--- src/rtl/mips_pkg.sv ---
// Shared constants and load-type encodings for the MIPS datapath.
package mips_pkg;

   localparam int unsigned DATA_W = 32;
   localparam int unsigned REG_AW = 5;
   localparam logic [REG_AW-1:0] REG_ZERO = '0;

   typedef enum logic [2:0] {
      LT_LW  = 3'd0,
      LT_LB  = 3'd1,
      LT_LBU = 3'd2,
      LT_LH  = 3'd3,
      LT_LHU = 3'd4
   } load_type_e;

endpackage

--- src/rtl/load_align.sv ---
// Little-endian load extraction: picks a byte/halfword lane out of the raw
// memory word and sign- or zero-extends it; unknown types pass the word through.
module load_align
   import mips_pkg::*;
(
   input  logic [31:0] mem_data,
   input  logic [1:0]  byte_off,
   input  logic [2:0]  load_type,
   output logic [31:0] aligned
);

   logic [7:0]  byte_sel;
   logic [15:0] half_sel;

   always_comb begin
      byte_sel = mem_data[7:0];
      case (byte_off)
         2'd0:    byte_sel = mem_data[7:0];
         2'd1:    byte_sel = mem_data[15:8];
         2'd2:    byte_sel = mem_data[23:16];
         default: byte_sel = mem_data[31:24];
      endcase
   end

   // Halfword lane comes from byte_off[1] only; byte_off[0] is ignored.
   assign half_sel = byte_off[1] ? mem_data[31:16] : mem_data[15:0];

   always_comb begin
      aligned = mem_data;
      case (load_type)
         LT_LB:   aligned = {{24{byte_sel[7]}}, byte_sel};
         LT_LBU:  aligned = {24'd0, byte_sel};
         LT_LH:   aligned = {{16{half_sel[15]}}, half_sel};
         LT_LHU:  aligned = {16'd0, half_sel};
         default: aligned = mem_data;
      endcase
   end

endmodule

--- src/rtl/wb_stage.sv ---
// MEM/WB pipeline register driving the register-file write port and the
// EX-stage forwarding tap; all outputs come straight from flops.
module wb_stage
   import mips_pkg::*;
#(
   parameter int unsigned DATA_W = mips_pkg::DATA_W,
   parameter int unsigned REG_AW = mips_pkg::REG_AW
) (
   input  logic              clk,
   input  logic              rst,
   input  logic              stall,
   input  logic              flush,
   input  logic              in_valid,
   input  logic              in_regWrite,
   input  logic              in_memToReg,
   input  logic [2:0]        in_loadType,
   input  logic [1:0]        in_byteOff,
   input  logic [REG_AW-1:0] in_writeReg,
   input  logic [DATA_W-1:0] in_aluResult,
   input  logic [DATA_W-1:0] in_memData,
   output logic              wb_valid,
   output logic              regWrite,
   output logic [REG_AW-1:0] writeReg,
   output logic [DATA_W-1:0] writeData,
   output logic              fwd_valid,
   output logic [REG_AW-1:0] fwd_reg,
   output logic [DATA_W-1:0] fwd_data
);

   logic              valid_q,      valid_d;
   logic              reg_write_q,  reg_write_d;
   logic [REG_AW-1:0] write_reg_q,  write_reg_d;
   logic [DATA_W-1:0] write_data_q, write_data_d;

   logic [DATA_W-1:0] load_word;
   logic              write_en;

   load_align u_load_align (
      .mem_data  (in_memData),
      .byte_off  (in_byteOff),
      .load_type (in_loadType),
      .aligned   (load_word)
   );

   // Register 0 is hardwired zero, so writes to it never reach the file.
   assign write_en = in_valid & in_regWrite & (in_writeReg != REG_AW'(REG_ZERO));

   always_comb begin
      valid_d      = valid_q;
      reg_write_d  = reg_write_q;
      write_reg_d  = write_reg_q;
      write_data_d = write_data_q;
      if (flush) begin
         valid_d      = 1'b0;
         reg_write_d  = 1'b0;
         write_reg_d  = '0;
         write_data_d = '0;
      end else if (!stall) begin
         valid_d      = in_valid;
         reg_write_d  = write_en;
         write_reg_d  = in_writeReg;
         write_data_d = in_memToReg ? load_word : in_aluResult;
      end
   end

   always_ff @(posedge clk or posedge rst) begin
      if (rst) begin
         valid_q      <= 1'b0;
         reg_write_q  <= 1'b0;
         write_reg_q  <= '0;
         write_data_q <= '0;
      end else begin
         valid_q      <= valid_d;
         reg_write_q  <= reg_write_d;
         write_reg_q  <= write_reg_d;
         write_data_q <= write_data_d;
      end
   end

   assign wb_valid  = valid_q;
   assign regWrite  = reg_write_q;
   assign writeReg  = write_reg_q;
   assign writeData = write_data_q;
   assign fwd_valid = reg_write_q;
   assign fwd_reg   = write_reg_q;
   assign fwd_data  = write_data_q;

endmodule

--- config.mk ---
export PLATFORM = sky130hd
export DESIGN_NAME = wb_stage
export DESIGN_NICKNAME = d
export VERILOG_FILES = /design/src/rtl/mips_pkg.sv /design/src/rtl/load_align.sv /design/src/rtl/wb_stage.sv
export SDC_FILE = /design/constraint.sdc
export NUM_CORES = 1
export LEC_CHECK = 0
export ABC_CLOCK_PERIOD_IN_PS = 1300
export BUFFER_PORTS_ARGS = -buffer_cell sky130_fd_sc_hd__buf_2
export CAP_MARGIN = 40
export CORE_ASPECT_RATIO = 0.75
export CORE_MARGIN = 5
export CORE_UTILIZATION = 42
export CTS_BUF_LIST = sky130_fd_sc_hd__clkbuf_8
export CTS_CLUSTER_SIZE = 8
export DETAILED_ROUTE_END_ITERATION = 16
export GPL_TIMING_DRIVEN = 0
export PLACE_DENSITY_LB_ADDON = 0.1
export SETUP_SLACK_MARGIN = 0.02
export SLEW_MARGIN = 20
export SYNTH_ARGS = -nofsm -noshare
export SYNTH_HDL_FRONTEND = slang
export SYNTH_SLANG_ARGS = --single-unit
--- constraint.sdc ---
create_clock -name clk -period 1.3 [get_ports clk]
set_input_delay 0.26 -clock clk [delete_from_list [all_inputs] [get_ports clk]]
set_output_delay 0.26 -clock clk [all_outputs]
set_load 0.05 [all_outputs]
==> metrics.cfg, run 1 <==
[worst_setup_path]
worstSetupEndpointType=flop
crit_required_ns=1.48
r2r_end=fwd_data[2]
crit_slowest_cell=mux4_2
path_cells=buf_8, mux4_2, nor3b_2, nor2_2, o2111ai_4, clkbuf_16, o21ai_2
reg2reg_slack_ns=0.35
start_kind=input pin
critPathMaxFanout=5
crit_type=in2reg
max_stage_delay_ns=0.50
r2r_cells=2
critPathArrivalTime_ns=1.68
r2r-start=fwd_data[2]

[yosys]
synth.distinct_cells=52
synth_edf_count=0
synthCells=338
syn_area_per_cell_um2=8.84
synthFlopType=dfrtp_1
ys_seq_elements=39
async_flop_share_pct=100
synth_seq_area_share_pct=32.7
synth.area.top_cells=dfrtp_1, buf_4, a22oi_1
yosysMostFrequentCell=buf_4
ys_top_cells_by_count=buf_4, dfrtp_1, nor2_1
yosysTopAreaCellShare_pct=32.7
ys_warn_count=0
synth_area_um2=2990
synth_nets=419
yosys.area.top_type=dfrtp_1

[placement]
dp_slack_ns=-0.683
dp_hpwl_um=8080
gp_congestion=0.892
numPortBuffers=153

[sta]
period_share_pct=115
hold_ws_ns=0.197
fin_crit_ns=1.49
fin_skew_ns=0
setup_violations=30
max_freq_mhz=670
rsz0062_at_grt=true
relSlewSlack_pct=62.2
finalMaxSlewViolations=0
worstMarginPinSlew_ns=0.567
fin_ws_ns=-0.193
finalHoldViolCount=0

[final_layout]
largest_register_ffs=32
num-fill-cells=569
multiInputGateArea_um2=1680
antennaDiodeCount=0
regArea_um2=976
drive_above_1_share_pct=58.0
layout.nets=604
syn2layout_area_growth_pct=58.4

[route]
routed.top_layer=met4
met3WireLength_um=837
vias=3295
wl_met2_um=4960
ant_nets=0
drt_iter0_drc=200
drtPass1Iterations=5
drt_wl_total_um=10400
drc=0
vias_per_cell=5.30
wire_per_inst_um=16.7
met1_length_um=4540

[power]
ir_worst_vdd_mv=0.480
powerDensity_nw_per_um2=988
p_leak_uw=0.00240

[floorplanning]
fp.dieH_um=83.0
io_pins=158
rows=26
die-area_um2=8920
core_um2=6860
die_x_um=107
initial_utilization_pct=43.5

[cts]
clockBufferDepth=2
cts_tree=yes
htree_levels=2
path_clk_slew_ns=0.08
numCtsBuffers=5
insertion_delay_ns=0.29
cts-root-buf=clkbuf_8
clock_sinks=39

[hold_path]
hp-start=in_aluResult[20]
whs_path_depth=3
hp-class=in2reg
min_to=fwd_data[20]

[grt]
grt_max_degree=24
antenna_found_initial=0
grt.overflow.total=0
grt_first_pass_wirelength_um=16500
grt_pass1_vias=3304
gr-usage-all-layers_pct=22.6

[outcome]
status=finished with violations
violations=setup timing

[job]
drv_cap=0

-- worst max path at each step --
stage,endpoint,depth (start not counted),from
after floorplan,fwd_data[16],6,in_byteOff[1]
after global placement,fwd_data[23],5,flush
after detailed placement,fwd_data[17],7,in_byteOff[1]
after CTS,fwd_data[30],7,in_memData[31]
after global routing,fwd_data[20],7,in_memData[31]
final,fwd_data[16],7,in_memData[31]
-- cells in the final DEF (no fill, tap or decap), types with 6 or more instances in the layout --
master,count
a221o_1,6
nand2_1,16
buf_4,64
dfrtp_1,39
clkbuf_2,7
a21oi_1,18
a211o_1,7
buf_2,114
inv_1,14
nor2_1,26
a22oi_1,16
mux2_2,9
nor3_1,7
nor2b_1,6
buf_6,40
o21ai_2,13
o21ai_1,9
o211ai_1,6
a221oi_2,7
o22ai_1,7
buf_8,7
mux2i_1,8
-- report_power, final --
group,leakage (uW),internal [uW],switching [uW]
Clock,0.0000644,766,472
Combinational,0.00182,797,1270
Sequential,0.000516,1310,69.7
-- metrics by stage --
stage,setup TNS (ns),total power (uW),util (%),cell area [um2],instances
2_1_floorplan,-6.49,2710,-,3110,338
3_3_place_gp,-34.23,3170,58.2,3990,589
3_5_place_dp,-17.85,3200,58.7,4030,591
4_1_cts,-4.53,4570,65.5,4500,613
5_1_grt,-4.86,4850,69.0,4730,622
6_report,-3.82,4670,69.0,4730,622
-- kinds of logic (layout without fill, tap and decap cells) --
| group | after synthesis | in the layout | share of synthesized area [%] |
|---|---|---|---|
| flip-flops | 39 | 39 | 32.7 |
| multiplexers | 20 | 20 | 7.96 |
| AO/OA/AOI/OAI | 119 | 119 | 30.0 |
| AND/OR/NAND/NOR | 79 | 79 | 13.0 |
| buffers and inverters | 80 | 266 | 16.1 |
| XOR/XNOR | 1 | 1 | 0.293 |
-- repair_timing --
action                                 in CTS  in global routing
pin swaps                                  26                  6
setup endpoints to repair                  66                 70
gates resized for setup                    73                 62
gates cloned                                1                  0
setup buffers                              12                 10
endpoints found under the hold margin      16                  0
hold buffers                                1                  0
-- worst max-delay path: cells and delay by family --
family	cells	cell delay (ns)
buf+inv	2	0.32
mux	1	0.50
simple gates	2	0.26
compound gates	2	0.33
-- final cells by class --
| type | instances | share of cell area (%) |
|---|---|---|
| buffer | 63 | 10.2 |
| clock buffer | 5 | 1.45 |
| clock inverter | 3 | 1.43 |
| inverter | 16 | 1.27 |
| multi-input combinational | 219 | 35.6 |
| sequential | 39 | 20.6 |
| tap | 98 | 2.59 |
| timing repair buffer | 179 | 26.9 |
-- metal layers --
| layer | GRT usage [%] | vias up |
|---|---|---|
| met5 | 0 | - |
| li1 | - | 1574 |
| met2 | 37.0 | 146 |
| met4 | 4.47 | 0 |
| met1 | 31.9 | 1567 |
| met3 | 3.41 | 8 |
No activity file was read; power rests on OpenSTA's default activity.
==> inputs of run 2 (changes only) <==
Settings changed: SKIP_CTS_REPAIR_TIMING set to 1.
==> run 2 against run 1 <==
Effect of this change:
- the flow still finishes with violations (setup timing)
- via count increased by 0.18%
- non-clock buffer count increased by 2
- first-iteration DRC count decreased by 9.5%
- largest cell class unchanged
==> metrics.cfg, run 2 (synthesized netlist as in run 1, its figures left out) <==
[power]
ir_worst_vdd_mv=0.482
p_leak_uw=0.00241
combPwrFrac_pct=44.4
p_switching_uw=1800
seqPwrFrac_pct=29.4
powerDensity_nw_per_um2=985
switching_share_pct=38.5
clkPwrFrac_pct=26.2
internal-power_uw=2880

[sta]
fin_crit_ns=1.52
worstMarginPinSlew_ns=0.572
setup_tns_ns=-4.30
finalMaxSlewViolations=0
rsz0062_at_grt=true
max_freq_mhz=656
finalHoldViolCount=0
relSlewSlack_pct=61.9
fin_skew_ns=0
setup_violations=26
period_share_pct=117
fin_ws_ns=-0.225

[route]
vias_per_cell=5.29
drt_iter0_drc=181
vias=3301
wire_per_inst_um=16.8
drtPass1Iterations=5
drt_wl_total_um=10500
ant_nets=0
drc=0

[worst_setup_path]
path_depth=7
reg2reg_slack_ns=0.35
crit_path_start=in_byteOff[1]
r2r_cells=2
r2r-start=fwd_data[2]
r2r_end=fwd_data[2]
worstSetupEndpointType=flop
critPathArrivalTime_ns=1.70
start_kind=input pin
crit_slowest_cell=mux4_2
max_stage_delay_ns=0.54
cp-endpoint=fwd_data[17]
path_cells=buf_8, mux4_2, nor3b_2, nor2_2, o2111ai_4, buf_12, o21ai_2
critPathMaxFanout=10
crit_buf_inv=2
path_delay_family=multiplexers
crit_type=in2reg
crit_required_ns=1.48

[cts]
cts_tree=yes
clock_sinks=39
insertion_delay_ns=0.28
htree_levels=2
cts-root-buf=clkbuf_8
path_clk_slew_ns=0.08
numCtsBuffers=5
clockBufferDepth=2

[grt]
use_met2_pct=34.9
grt_pass1_vias=3162
grt_busiest_layer=met2
grt.overflow.total=0
use_met1_pct=31.1
antenna_found_initial=0
gr-usage-all-layers_pct=21.8
grt_first_pass_wirelength_um=15900
grt_max_degree=24
met3_usage_pct=3.49

[placement]
numPortBuffers=153
dp_slack_ns=-0.683
dp_hpwl_um=8080
gp_congestion=0.892

[final_layout]
layout.nets=606
mostFrequentLayoutCell=buf_2
syn2layout_area_growth_pct=59.0
drive_above_1_share_pct=58.0
layout_common_cells=buf_2, buf_4, buf_6
largest_register_ffs=32
antennaDiodeCount=0

[outcome]
violations=setup timing
status=finished with violations

[hold_path]
hp-class=in2reg

[floorplanning]
die-area_um2=8920
rows=26
fp.dieH_um=83.0
die_x_um=107
io_pins=158
initial_utilization_pct=43.5
core_um2=6860

[job]
drv_cap=0

## run 2: layout make-up
class                   count  area (um2)
fillers                   573        2110
multi-input cells         219        1690
repair buffers            180        1250
flip-flops and latches     39         976
plain buffers              64         519
well taps                  98         123
clock buffers               5        68.8
clock inverters             3        67.6
inverters                  16        60.1
## run 2: how the worst min path moves through the flow
stage	start	to	depth (start not counted)
2_1_floorplan	in_writeReg[0]	fwd_reg[0]	2
3_3_place_gp	in_aluResult[21]	fwd_data[21]	3
3_5_place_dp	rst	fwd_data[10]	2
4_1_cts	rst	fwd_data[10]	2
5_1_grt	in_aluResult[19]	fwd_data[19]	3
6_report	in_aluResult[20]	fwd_data[20]	3
## run 2: through the flow
step / util (%) / cell area, um2 / std cells / hold slack, ns / total power (uW)
global placement: 58.2 / 3990 / 589 / 0.504 / 3170
floorplan: - / 3110 / 338 / 0.413 / 2710
finish: 69.2 / 4750 / 624 / 0.200 / 4680
global route: 69.2 / 4750 / 624 / 0.207 / 4860
CTS: 60.6 / 4160 / 599 / -0.0481 / 4420
detailed placement: 58.7 / 4030 / 591 / 0.277 / 3200
## run 2: power by group through the flow
stage / logic (uW) / registers (uW) / clock network, uW
floorplan: 986 / 1730 / 0
global placement: 1770 / 1400 / 0
detailed placement: 1800 / 1400 / 0
CTS: 1800 / 1380 / 1250
global route: 2190 / 1390 / 1280
finish: 2080 / 1380 / 1230
## run 2: worst min-delay path: stages
cell     delay [ns]
buf_2          0.07
a22oi_1        0.07
o21ai_2        0.05
## run 2: routing by layer
| metal | vias to the layer above | routed length, um |
|---|---|---|
| li1 | 1583 | - |
| met1 | 1581 | 4640 |
| met2 | 127 | 5080 |
| met3 | 10 | 675 |
| met4 | 0 | 93 |
| met5 | - | 0 |
==> inputs of run 3 (changes only) <==
Settings changed: CORE_UTILIZATION 42 to 47, GPL_TIMING_DRIVEN 0 to not set.
==> run 3 against run 2 <==
Effect of this change:
- the run ends with hold timing, setup timing left
- largest power group unchanged
- sequential share of layout area grew 2.4 points
- routed wire length shrank 9.8%
- non-clock buffer count shrank 33
- core utilization shrank 1.1 points
- sequential power is essentially flat
- clock skew is the same
- critical path type unchanged
- hold slack lost 0.22 ns
- setup slack gained 0.10 ns
- fmax grew 7.3%
- global-route usage grew 1.0 points
- total power shrank 14%
==> metrics.cfg, run 3 (synthesized netlist as in run 1, its figures left out) <==
[sta]
hold_ws_ns=-0.0235
fin_ws_ns=-0.121
fin_skew_ns=0
fin_crit_ns=1.42
worstMarginPinSlew_ns=0.415
period_share_pct=109
finalHoldViolCount=39
finalMaxSlewViolations=0
relSlewSlack_pct=72.3
max_freq_mhz=704
setup_violations=30
rsz0062_at_grt=true

[worst_setup_path]
start_kind=input pin
max_stage_delay_ns=0.51
crit_slowest_cell=mux4_2
crit_type=in2reg
critPathArrivalTime_ns=1.60
worstSetupEndpointType=flop
crit_required_ns=1.48
path_cells=buf_6, mux4_2, nor3b_2, nor2_2, o2111ai_4, buf_12, o21ai_1
reg2reg_slack_ns=0.46
crit_buf_inv=2
r2r_cells=1
r2r_end=fwd_data[3]
path_delay_family=multiplexers
r2r-start=fwd_data[3]
critPathMaxFanout=16

[cts]
clock_sinks=39
path_clk_slew_ns=0.08
cts_tree=yes
cts-root-buf=clkbuf_8
insertion_delay_ns=0.29
numCtsBuffers=5
clockBufferDepth=2
htree_levels=2

[power]
powerDensity_nw_per_um2=942
internal-power_uw=2280
switching_share_pct=43.1
p_switching_uw=1730
seqPwrFrac_pct=34.2
combPwrFrac_pct=45.6
p_leak_uw=0.00220
clkPwrFrac_pct=20.2
ir_worst_vdd_mv=0.542

[final_layout]
syn2layout_area_growth_pct=42.5
drive_above_1_share_pct=57.4
layout_common_cells=buf_2, dfrtp_1, buf_4
antennaDiodeCount=0
mostFrequentLayoutCell=buf_2
largest_register_ffs=32
instances_no_fill=574
final_util_pct=68.1
layout.nets=573

[floorplanning]
die-area_um2=8070
io_pins=158
rows=25
fp.dieH_um=79.1
die_x_um=102
initial_utilization_pct=47.8
core_um2=6260

[grt]
grt_pass1_vias=3023
grt_max_degree=40
gr-usage-all-layers_pct=22.8
grt_first_pass_wirelength_um=14600
grt.overflow.total=0
antenna_found_initial=0

[hold_path]
hp-class=in2async

[route]
drt_wl_total_um=9460
vias_per_cell=5.49
ant_nets=0
vias=3149
drc=0
drtPass1Iterations=4
drt_iter0_drc=126
wire_per_inst_um=16.5

[outcome]
status=finished with violations
violations=hold timing, setup timing

[job]
drv_cap=0

[placement]
numPortBuffers=157
dp_slack_ns=-0.484
dp_hpwl_um=7450
dp.cells=558
gp_congestion=0.848

==> run 3: cell count changes in the layout (fill, tap and decap cells not counted), moves of 3 or more <==
cell / delta
buf_2: +41
buf_6: -32
buf_4: -25
clkbuf_2: -10
buf_12: +5
buf_8: -5
o22ai_1: +5
o22ai_2: -5
clkbuf_1: -3
nand2_2: +3
==> run 3: worst max path at each step <==
stage	from	depth (start not counted)	end
after global placement	in_byteOff[1]	7	fwd_data[25]
after floorplan	in_byteOff[1]	6	fwd_data[16]
after CTS	in_byteOff[1]	7	fwd_data[26]
after detailed placement	in_byteOff[1]	7	fwd_data[26]
after global routing	in_byteOff[1]	8	fwd_data[1]
final	in_byteOff[1]	7	fwd_data[25]
==> run 3: area by class of cell <==
| cell class | instances | area, um2 |
|---|---|---|
| clock inverter | 3 | 16.3 |
| timing repair buffer | 211 | 1340 |
| inverter | 16 | 63.8 |
| tap | 81 | 101 |
| sequential | 39 | 976 |
| clock buffer | 5 | 68.8 |
| multi-input combinational | 219 | 1690 |
| fill | 533 | 2000 |
==> run 3: per-layer routing <==
layer / part of all wire (%) / vias up / routed length (um) / global-route usage [%]
met5: 0 / - / 0 / 0
met4: 1.3 / 0 / 121 / 7.34
met3: 7.3 / 12 / 686 / 3.25
met2: 49 / 109 / 4670 / 38.1
met1: 42 / 1513 / 3980 / 30.4
li1: - / 1515 / - / -
==> run 3: power by group through the flow <==
stage,clock network [uW],logic (uW),registers (uW)
floorplan,0,986,1730
global placement,0,1720,1390
detailed placement,0,1740,1400
CTS,825,1750,1370
global route,869,1940,1390
finish,811,1830,1370
==> run 3: stage by stage <==
stage / TNS (ns) / hold WS, ns / area [um2] / power, uW
after floorplan: -6.49 / 0.413 / 3110 / 2710
after global placement: -12.30 / 0.304 / 3950 / 3120
after detailed placement: -13.42 / 0.309 / 3950 / 3140
after CTS: -3.19 / -0.0134 / 4040 / 3940
after global routing: -4.19 / 0.00412 / 4260 / 4200
final: -2.67 / -0.0235 / 4260 / 4010
